$ cat config.mk
export PLATFORM = sky130hd
export DESIGN_NAME = meter_time_ctrl_flat
export DESIGN_NICKNAME = d
export VERILOG_FILES = /design/src/rtl/meter_time_ctrl_if.sv /design/src/rtl/meter_time_ctrl.sv /design/src/flat_wrapper.sv
export SDC_FILE = /design/constraint.sdc
export NUM_CORES = 1
export LEC_CHECK = 0
export BUFFER_PORTS_ARGS = -buffer_cell sky130_fd_sc_hd__buf_2
export CORE_MARGIN = 2
export CORE_UTILIZATION = 35
export DETAILED_ROUTE_END_ITERATION = 7
export GPL_TIMING_DRIVEN = 1
export SETUP_SLACK_MARGIN = 0.1
export SYNTH_ARGS = -nofsm -noshare
export SYNTH_HDL_FRONTEND = slang
export SYNTH_SLANG_ARGS = --single-unit
$ cat constraint.sdc
create_clock -name clk -period 14.1 [get_ports clk]
set_clock_uncertainty 0.2 [all_clocks]
set_input_delay 3.525 -clock clk [delete_from_list [all_inputs] [get_ports clk]]
set_output_delay 3.525 -clock clk [all_outputs]
set_load 0.03 [all_outputs]
$ cat src/rtl/meter_time_ctrl_if.sv
// meter_time_ctrl_if
//   Groups the button inputs and the time/status outputs of the parking-meter
//   time controller.
//   master : button source (drives btn_*, observes time and flags)
//   slave  : the time controller itself
//   btn_add[3:0]    one-cycle add pulses (+60/+120/+180/+300 s)
//   btn_preset[1:0] one-cycle preset pulses ([0] load 0015, [1] load 0150)
//   bcd_time[15:0]  remaining seconds, packed BCD
//   clk_HalfHz      0.5 Hz blink clock
//   sec_tick        one-cycle pulse per second
//   expired         time is 0000
//   low_time        0000 < time <= 0180
interface meter_time_ctrl_if;
  logic [3:0]  btn_add;
  logic [1:0]  btn_preset;
  logic [15:0] bcd_time;
  logic        clk_HalfHz;
  logic        sec_tick;
  logic        expired;
  logic        low_time;

  modport master (
    output btn_add, btn_preset,
    input  bcd_time, clk_HalfHz, sec_tick, expired, low_time
  );

  modport slave (
    input  btn_add, btn_preset,
    output bcd_time, clk_HalfHz, sec_tick, expired, low_time
  );
endinterface

$ cat src/rtl/meter_time_ctrl.sv
// meter_time_ctrl
//   Parking-meter time controller. Keeps remaining time as 4-digit packed BCD
//   seconds, applies coin adds and presets, counts down once per second from
//   an internal prescaler and produces the blink clock and status flags.
//   clk    : system clock, rising edge
//   rst_n  : asynchronous active-low reset
//   bus    : meter_time_ctrl_if.slave (buttons in, time/flags out)
//
//   state    | meaning
//   ---------+--------------------------------------------
//   EXPIRED  | bcd_time == 0000, tick does not decrement
//   RUNNING  | bcd_time != 0000, each tick decrements by 1
module meter_time_ctrl #(
  parameter int TICK_DIV = 100_000_000
) (
  input  logic               clk,
  input  logic               rst_n,
  meter_time_ctrl_if.slave   bus
);

  localparam int PW = (TICK_DIV > 1) ? $clog2(TICK_DIV) : 1;
  localparam logic [PW-1:0] PRESC_LAST = PW'(TICK_DIV - 1);

  typedef enum logic {EXPIRED = 1'b0, RUNNING = 1'b1} state_t;

  state_t        r_state;
  logic [15:0]   r_bcd;
  logic [PW-1:0] r_presc;
  logic          r_sec_tick;
  logic          r_half;

  logic [15:0]   w_amt;
  logic [16:0]   w_sum_raw;
  logic [15:0]   w_sum;
  logic [15:0]   w_sum_dec;
  logic [15:0]   w_dec;
  logic          w_presc_last;

  // Digit-serial decimal add; bit 16 is the carry out of the thousands digit.
  function automatic logic [16:0] bcd_add(input logic [15:0] a, input logic [15:0] b);
    logic [15:0] r;
    logic [4:0]  s;
    logic        c;
    r = '0;
    c = 1'b0;
    for (int i = 0; i < 4; i++) begin
      s = {1'b0, a[4*i +: 4]} + {1'b0, b[4*i +: 4]} + {4'b0, c};
      if (s > 5'd9) begin
        r[4*i +: 4] = 4'(s - 5'd10);
        c = 1'b1;
      end else begin
        r[4*i +: 4] = s[3:0];
        c = 1'b0;
      end
    end
    return {c, r};
  endfunction

  // Decimal decrement by one; callers only use it on nonzero values.
  function automatic logic [15:0] bcd_dec(input logic [15:0] a);
    logic [15:0] r;
    logic        b;
    r = a;
    b = 1'b1;
    for (int i = 0; i < 4; i++) begin
      if (b) begin
        if (a[4*i +: 4] == 4'd0) begin
          r[4*i +: 4] = 4'd9;
        end else begin
          r[4*i +: 4] = a[4*i +: 4] - 4'd1;
          b = 1'b0;
        end
      end
    end
    return r;
  endfunction

  // Highest-index add button wins.
  always_comb begin
    w_amt = 16'h0000;
    if (bus.btn_add[3])      w_amt = 16'h0300;
    else if (bus.btn_add[2]) w_amt = 16'h0180;
    else if (bus.btn_add[1]) w_amt = 16'h0120;
    else if (bus.btn_add[0]) w_amt = 16'h0060;
  end

  assign w_sum_raw = bcd_add(r_bcd, w_amt);
  assign w_sum     = w_sum_raw[16] ? 16'h9999 : w_sum_raw[15:0];
  assign w_sum_dec = bcd_dec(w_sum);
  assign w_dec     = bcd_dec(r_bcd);

  assign w_presc_last = (r_presc == PRESC_LAST);

  // Free-running prescaler; never disturbed by buttons.
  always_ff @(posedge clk or negedge rst_n) begin
    if (!rst_n) begin
      r_presc    <= '0;
      r_sec_tick <= 1'b0;
      r_half     <= 1'b0;
    end else begin
      r_presc    <= w_presc_last ? '0 : r_presc + PW'(1);
      r_sec_tick <= w_presc_last;
      r_half     <= r_half ^ w_presc_last;
    end
  end

  always_ff @(posedge clk or negedge rst_n) begin
    if (!rst_n) begin
      r_state <= EXPIRED;
      r_bcd   <= 16'h0000;
    end else begin
      if (|bus.btn_preset) begin
        r_bcd   <= bus.btn_preset[0] ? 16'h0015 : 16'h0150;
        r_state <= RUNNING;
      end else if (|bus.btn_add) begin
        // Sum is at least 60, so taking a coincident tick never reaches zero.
        r_bcd   <= r_sec_tick ? w_sum_dec : w_sum;
        r_state <= RUNNING;
      end else if (r_sec_tick && (r_state == RUNNING)) begin
        r_bcd <= w_dec;
        if (w_dec == 16'h0000) r_state <= EXPIRED;
      end
    end
  end

  // BCD ordering matches numeric ordering, so direct compares are valid.
  assign bus.bcd_time   = r_bcd;
  assign bus.clk_HalfHz = r_half;
  assign bus.sec_tick   = r_sec_tick;
  assign bus.expired    = (r_bcd == 16'h0000);
  assign bus.low_time   = (r_bcd != 16'h0000) && (r_bcd <= 16'h0180);

endmodule

$ cat src/flat_wrapper.sv
// flat-port wrapper written by rule: the top's interface ports become plain ports
module meter_time_ctrl_flat 
#(
  parameter int TICK_DIV = 100_000_000
)
  (clk, rst_n, bus_btn_add, bus_btn_preset, bus_bcd_time, bus_clk_HalfHz, bus_sec_tick, bus_expired, bus_low_time);
  meter_time_ctrl_if bus_i ();
  input  logic clk;
  input  logic rst_n;
  input wire logic [$bits(bus_i.btn_add)-1:0] bus_btn_add;
  input wire logic [$bits(bus_i.btn_preset)-1:0] bus_btn_preset;
  output wire logic [$bits(bus_i.bcd_time)-1:0] bus_bcd_time;
  output wire logic [$bits(bus_i.clk_HalfHz)-1:0] bus_clk_HalfHz;
  output wire logic [$bits(bus_i.sec_tick)-1:0] bus_sec_tick;
  output wire logic [$bits(bus_i.expired)-1:0] bus_expired;
  output wire logic [$bits(bus_i.low_time)-1:0] bus_low_time;
  assign bus_i.btn_add = bus_btn_add;
  assign bus_i.btn_preset = bus_btn_preset;
  assign bus_bcd_time = bus_i.bcd_time;
  assign bus_clk_HalfHz = bus_i.clk_HalfHz;
  assign bus_sec_tick = bus_i.sec_tick;
  assign bus_expired = bus_i.expired;
  assign bus_low_time = bus_i.low_time;
  meter_time_ctrl #(.TICK_DIV(TICK_DIV)) u_core (.clk(clk), .rst_n(rst_n), .bus(bus_i));
endmodule
==> results of run 1 <==
## sequential cells by signal (all words and copies together), names as in the netlist
name	count
u_core.bus.bcd_time	16
u_core.bus.sec_tick	1
u_core.r_presc	27
u_core.r_state	1
u_core.bus.clk_HalfHz	1
## layout by cell type, fill, tap and decap left out, drive strengths merged, types with 7 or more instances in the layout
cell,count
nor4,16
nand2,42
xor2,13
buf,31
nor2,57
nand4,12
a21o,8
o21ai,17
xnor2,18
a21oi,13
dfrtp,46
a31oi,7
ha,18
nand2b,8
inv,22
nand3,26
nor3,14
## critical path, stage by stage
cell and delay (ns):
buf_2 0.12, or3_1 0.41, nor2_1 0.12, ha_1 0.34, a21oi_1 0.22, and3_1 0.24
nor2_1 0.06, a211o_1 0.31, fa_1 0.42, fa_1 0.63, nor2_1 0.15, a31oi_1 0.06
o22a_1 0.25, ha_1 0.23, ha_1 0.36, nand2b_1 0.12, a31oi_1 0.15, or3_1 0.57
nand2_1 0.19, ha_1 0.16, inv_1 0.05, nor3_1 0.47, o211ai_1 0.36, or4_1 0.59
a211oi_1 0.21
## per-stage QoR
step	std cells	power, W
after global placement	635	0.0002235
after detailed placement	635	0.0002251
after global routing	643	0.0003588
after CTS	643	0.0003435
final	643	0.0003417
after floorplan	488	0.0002019
## routing by layer
layer	track usage	routed length, um	vias to the layer above
met3	0.02998	740	27
li1	-	-	1843
met1	0.2366	4658	1826
met4	0.04643	252	0
met2	0.3054	5035	139
met5	0	0	-
## kinds of logic after synthesis
group                    count (synthesis)
AND/OR/NAND/NOR                        216
AO/OA/AOI/OAI                          119
buffers and inverters                   46
flip-flops                              46
XOR/XNOR                                31
adder cells (fa/ha/maj)                 21
multiplexers                             9
## where the power goes
| part | switching (W) | total [W] | internal, W |
|---|---|---|---|
| Combinational | 0.0000536 | 0.0000838 | 0.0000302 |
| Sequential | 0.00000655 | 0.000140 | 0.000134 |
| Clock | 0.0000518 | 0.000117 | 0.0000657 |
| Total | 0.000112 | 0.000342 | 0.000230 |
## worst max-delay path by stage
stage,cells after the start,end,slack [ns],from
CTS,25,u_core.bus.bcd_time[14]$_DFFE_PN0P_,3.85,bus_btn_add[1]
floorplan,25,u_core.bus.bcd_time[14]$_DFFE_PN0P_,4.04,bus_btn_add[1]
finish,25,u_core.bus.bcd_time[14]$_DFFE_PN0P_,3.81,bus_btn_add[1]
global placement,25,u_core.bus.bcd_time[14]$_DFFE_PN0P_,3.84,bus_btn_add[1]
global route,25,u_core.bus.bcd_time[14]$_DFFE_PN0P_,3.41,bus_btn_add[1]
detailed placement,25,u_core.bus.bcd_time[14]$_DFFE_PN0P_,3.57,bus_btn_add[1]
## final cells by class
cell class	instances	share of cell area
multi-input cells	396	0.6048
flip-flops and latches	46	0.2644
well taps	140	0.04024
repair buffers	31	0.03794
clock buffers	5	0.02874
inverters	22	0.01897
clock inverters	3	0.004886
==> impl_results.md, run 1 <==
- PwrDens: between 70 and 80 mW/mm2
- Post-synth ARST share: 1.000
- Die area: 0.01217 mm2
- Worst hold path class: reg2reg
- Layout Utilization: 0.3981
- GP Congestion: roughly 0.91
- Max Cap Violations: 0
- Crit path arrival time: 10.29 ns
- Flop-to-flop setup slack: 5.92 ns
- # Post-CTS Setup Buffers: 0
- DRC errors left: 0
- Peak supply drop: 0.00005580 V
- Nets: 531
- Post-synth EDFFs: 0
- Initial antenna violation count: 0
- Iter 0 DRT Violations: roughly 360
- Main synth FF type: dfrtp_1
- # diodes: 0
- Reg area: 0.001151 mm2
- Startpoint Class: input port
- FF+latch count, synth: 46
- Layout cells sized above 1: 0.1034
- RSZ-0062 raised after global routing: false
- Largest net degree at the start of global routing: 47
- Final hold vios: 0
- Max clock buf depth: 2
- Finish-stage setup viols: 0
- Number of vias in the routed layout: 3835
- Reg-to-Reg End: u_core.bus.bcd_time[14]$_DFFE_PN0P_
- Dpl cell area: 0.004207 mm2
- Cells taking the most area after synthesis: dfrtp_1 29%, ha_1 5.7%, nor2_1 5.4%
- Sequential share of the synthesized area: 0.2910
- Hold path start: u_core.r_presc[6]$_DFF_PN0_
- Layout area overhead: 10.06%
- Rel. slew slack: 0.2436
- Commonest cells post-synth: 57 x nor2_1, 46 x dfrtp_1, 42 x nand2_1
- Vias in the first global route: 3494
- Largest family of logic cells by synthesized area: simple AND/OR/NAND/NOR gates
- Cell with the most instances after synthesis: nor2_1
- Outcome: completed
- Worst-Margin Slew: 1.128 ns
- Fill cell count: between 1000 and 1500
- Clk_lat worst skew: between 0.2 and 0.3 ns
- Max Slew Vio Count: 0
- Setup ws final: about 3.8 ns
- TritonCTS Buffers: 5
- Clock slew at the register clock pins of the worst setup and hold paths: 0.07 ns
- I/O Buffers: 27
- Via density: 5.964
- Core area: between 0.01 and 0.015 mm2
- Min-Delay Path Depth: 1
- Crit share post-route: 0.7298
- Ys Warns: 0
- Complex-gate fraction of the synthesized area: 0.2221
- Post-route ant nets: 0
- Worst reg2reg path startpoint: u_core.bus.bcd_time[1]$_DFFE_PN0P_
- Worst hold slack: 0.2647 ns
- Endpoint, Worst Hold: u_core.r_presc[6]$_DFF_PN0_
- Die Span X: 110.3 um
- Post-CTS Resized: 0
- Syn Inst Count: 488
- Post-place setup slack: 3.565 ns
- H-Tree Depth: 2
- Initial Util: 0.3617
- Area leader, netlist: dfrtp_1
- Mux contribution to synthesized area: 0.02404
- DP Wirelength: 7816 um
- Boundary pin count: 28
- Avg WL per Cell: 16.62 um
- Syn Nets: 517
- Post-route cell area: between 0.004 and 0.005 mm2
- Simple-gate share of the synthesized area: 0.2759
- Multi-input logic area: 0.002633 mm2
- GR Overflow Total: 0
- Root Driver: clkbuf_16
- Cts-stage hold buffer count: 0
- Die Y: 110.3 um
- Std-Cell Rows: 38
- Final Critical Period: 10.29 ns
- Syn_area_per_cell: about 8.1 um2
- WS Path Type: in2reg
- Total GRT Usage: 0.1794
- Synth Area in XOR/XNOR: 0.06865
- Crit Path Max Fanout: 13
- Mapped Area: 0.003955 mm2
- Fmax: 97.18 MHz
- Area share of the largest cell type after synthesis: 0.2910
- Critical path endpoint category: register
- FF-to-FF path depth: 29
- Global-route wire length before repair: 17260 um
- Leak Pwr: roughly 1.8 nW
- Adder-cell share of the synthesized area: 0.07213
- CP required: 14.10 ns
- Setup TNS Final: 0 ns
- Routed WL: 10690 um
- CTS sink cnt: 46
- 1st-pass router iterations: 5
- Unique masters post-synth: 66
- TritonCTS clock tree: done
No activity file was read; power rests on OpenSTA's default activity.
==> run 2: changes to the inputs <==
Clock period 14.1 ns to 8.6 ns, I/O delays scaled along.
==> impl_results.md, run 2 (synthesis results as in run 1) <==
- Outcome: completed
- Flop-to-flop setup slack: 0.97 ns (-4.95 ns)
- Post-CTS Resized: 0 (unchanged)
- Peak supply drop: 0.0001116 V (+100%)
- Post-place setup slack: -0.03370 ns (-3.599 ns)
- Sw power: 0.0001867 W (+67%)
- Fmax: 122.0 MHz
- CP startpoint: bus_btn_add[1]
- Crit share post-route: 0.9534
- Finish-stage setup viols: 0 (unchanged)
- Max Cap Violations: 0 (unchanged)
- TritonCTS clock tree: done
- Iter 0 DRT Violations: 449 (+24%)
- Critical path endpoint category: register
- RSZ-0062 raised after global routing: false
- GR Overflow Total: 0 (unchanged)
- Worst hold path class: reg2reg
- Sw Ratio: 0.3300 (+0.002349)
- Cts-stage hold buffer count: 0 (unchanged)
- Most common cell after layout, fill and taps aside: nor2_1
- Tot Pwr: 0.0005656 W (+66%)
- Most used cell, CP: nor2_1
- Max clock buf depth: 2 (unchanged)
- Combinational Power Share: 0.246 (about the same)
- WS Path Type: in2reg
- Number of vias in the routed layout: 3846 (+0.29%)
- CP required: 8.61 ns (-5.49 ns)
- Largest net degree at the start of global routing: 47 (unchanged)
- Die area: 0.01217 mm2 (unchanged)
- Nets: 537 (+1.1%)
- Register with the most flip-flops: u_core.r_presc
- Clock slew at the register clock pins of the worst setup and hold paths: 0.07 ns (about the same)
- Dpl cell area: 0.004262 mm2 (+1.3%)
- Initial antenna violation count: 0 (unchanged)
- I/O Buffers: 27 (unchanged)
- # diodes: 0 (unchanged)
- Crit Path Max Fanout: 10 (-3)
- # Post-CTS Setup Buffers: 0 (unchanged)
- Crit path cell chain: buf_2 > or3_1 > nor2_1 > ha_2 > a21oi_2 > and3_1 > nor2_1 > a211o_1 > fa_1 > fa_1 > inv_1 > a21oi_1 > o22a_1 > ha_2 > ha_1 > nand2b_1 > a31oi_4 > nor3_4 > nor2_1 > ha_1 > inv_1 > or4_1 > or4_1 > a211oi_2
- Post-route cell area: 0.004453 mm2 (+2.3%)
- Pint: 0.0003790 W (+65%)
- 1st-pass router iterations: 5 (unchanged)
- Boundary pin count: 28 (unchanged)
- Placed Cells: 641 (+0.94%)
- Total GRT Usage: 0.1832 (+0.003723)
- Max reg flops: 27 (unchanged)
- Core area: 0.01094 mm2 (unchanged)
- Hold path start: u_core.bus.clk_HalfHz$_DFF_PN0_
- Std-Cell Rows: 38 (unchanged)
- CTS sink cnt: 46 (unchanged)
- Critical path's largest stage delay: 0.59 ns (-0.04 ns)
- DP Wirelength: 7913 um (+1.2%)
- Setup ws final: 0.4004 ns (-3.410 ns)
- Layout Utilization: 0.4072 (+0.009153)
- Global-route wire length before repair: 17680 um (+2.4%)
- GP Congestion: 0.9205 (+1.5%)
- Clk pwr share: 0.347 (+0.003)
- Root Driver: clkbuf_16
- Slowest CP cell: or4_1
- FF-to-FF path depth: 28 (-3.4%)
- Avg WL per Cell: 16.65 um (+0.18%)
- Reg-to-Reg End: u_core.bus.bcd_time[14]$_DFFE_PN0P_
- DRC errors left: 0 (unchanged)
- Crit path arrival time: 8.21 ns (-2.08 ns)
- PwrDens: 127.0 mW/mm2 (+62%)
- Worst-Margin Slew: 1.053 ns (-0.07521 ns)
- Die Y: 110.3 um (unchanged)
- Worst reg2reg path startpoint: u_core.bus.bcd_time[1]$_DFFE_PN0P_
- Sequential share of power: 0.406 (-0.005)
- Layout Cells excl Fill: 649 (+0.93%)
- Startpoint Class: input port
- Layout area overhead: 12.59%
- Die Span X: 110.3 um (unchanged)
- Endpoint, Worst Hold: u_core.bus.clk_HalfHz$_DFF_PN0_
- Leak Pwr: 1.862 nW (+1.9%)
- Min-Delay Path Depth: 1 (unchanged)
- Final hold vios: 0 (unchanged)
- TritonCTS Buffers: 5 (unchanged)
- Layout cells sized above 1: 0.1297 (+0.02629)
- Commonest non-fill, non-tap cells in the layout: 57 x nor2_1, 46 x dfrtp_1, 42 x nand2_1
- Max Slew Vio Count: 0 (unchanged)
- Rel. slew slack: 0.2940 (+0.05042)
- Post-route ant nets: 0 (unchanged)
- Via density: 5.926 (-0.64%)
- Clk_lat worst skew: 0.29 ns (about the same)
- Vias in the first global route: 3645 (+4.3%)
- Final Critical Period: 8.200 ns
- Initial Util: 0.3617 (unchanged)
- Routed WL: 10810 um (+1.1%)
- H-Tree Depth: 2 (unchanged)
## run 2: how the worst max path moves through the flow
| stage | slack (ns) | endpoint | cells past startpoint |
|---|---|---|---|
| 6_report | 0.40 | u_core.bus.bcd_time[14]$_DFFE_PN0P_ | 24 |
| 5_1_grt | 0.09 | u_core.bus.bcd_time[14]$_DFFE_PN0P_ | 24 |
| 4_1_cts | 0.26 | u_core.bus.bcd_time[14]$_DFFE_PN0P_ | 24 |
| 3_5_place_dp | -0.03 | u_core.bus.bcd_time[14]$_DFFE_PN0P_ | 24 |
| 3_3_place_gp | 0.18 | u_core.bus.bcd_time[14]$_DFFE_PN0P_ | 24 |
| 2_1_floorplan | 0.14 | u_core.bus.bcd_time[14]$_DFFE_PN0P_ | 26 |
## run 2: power groups by stage
stage          sequential, W  combinational, W  clock [W]
2_1_floorplan       0.000235         0.0000964          0
3_3_place_gp        0.000233          0.000135          0
3_5_place_dp        0.000234          0.000136          0
4_1_cts             0.000229          0.000137   0.000200
5_1_grt             0.000231          0.000155   0.000210
6_report            0.000230          0.000139   0.000197
## run 2: final cells by class
cell class                 instances  area, um2
tap                              140      175.2
multi-input combinational        396       2688
fill                            1115       6482
clock buffer                       5      125.1
clock inverter                     3      21.27
inverter                          22      82.58
sequential                        46       1151
timing repair buffer              37      210.2
## run 2: metal layers
layer	global-route usage	part of all wire	vias up
met5	0	0	-
met1	0.2437	0.45	1818
met2	0.3089	0.47	139
met3	0.02352	0.059	22
li1	-	-	1867
met4	0.05804	0.020	0
## run 2: per-stage QoR
stage | TNS [ns] | hold WS, ns
final | 0 | 0.2646
after global routing | 0 | 0.2819
after CTS | 0 | 0.2653
after detailed placement | -0.03370 | 0.2538
after global placement | 0 | 0.2559
after floorplan | 0 | 0.2342
## run 2: worst max-delay path, delay by kind of cell
| family | cells | cell delay [ns] |
|---|---|---|
| AND/OR/NAND/NOR | 9 | 2.44 |
| adder cells (fa/ha/maj) | 6 | 2.06 |
| buffers and inverters | 3 | 0.27 |
| AO/OA/AOI/OAI | 6 | 1.26 |
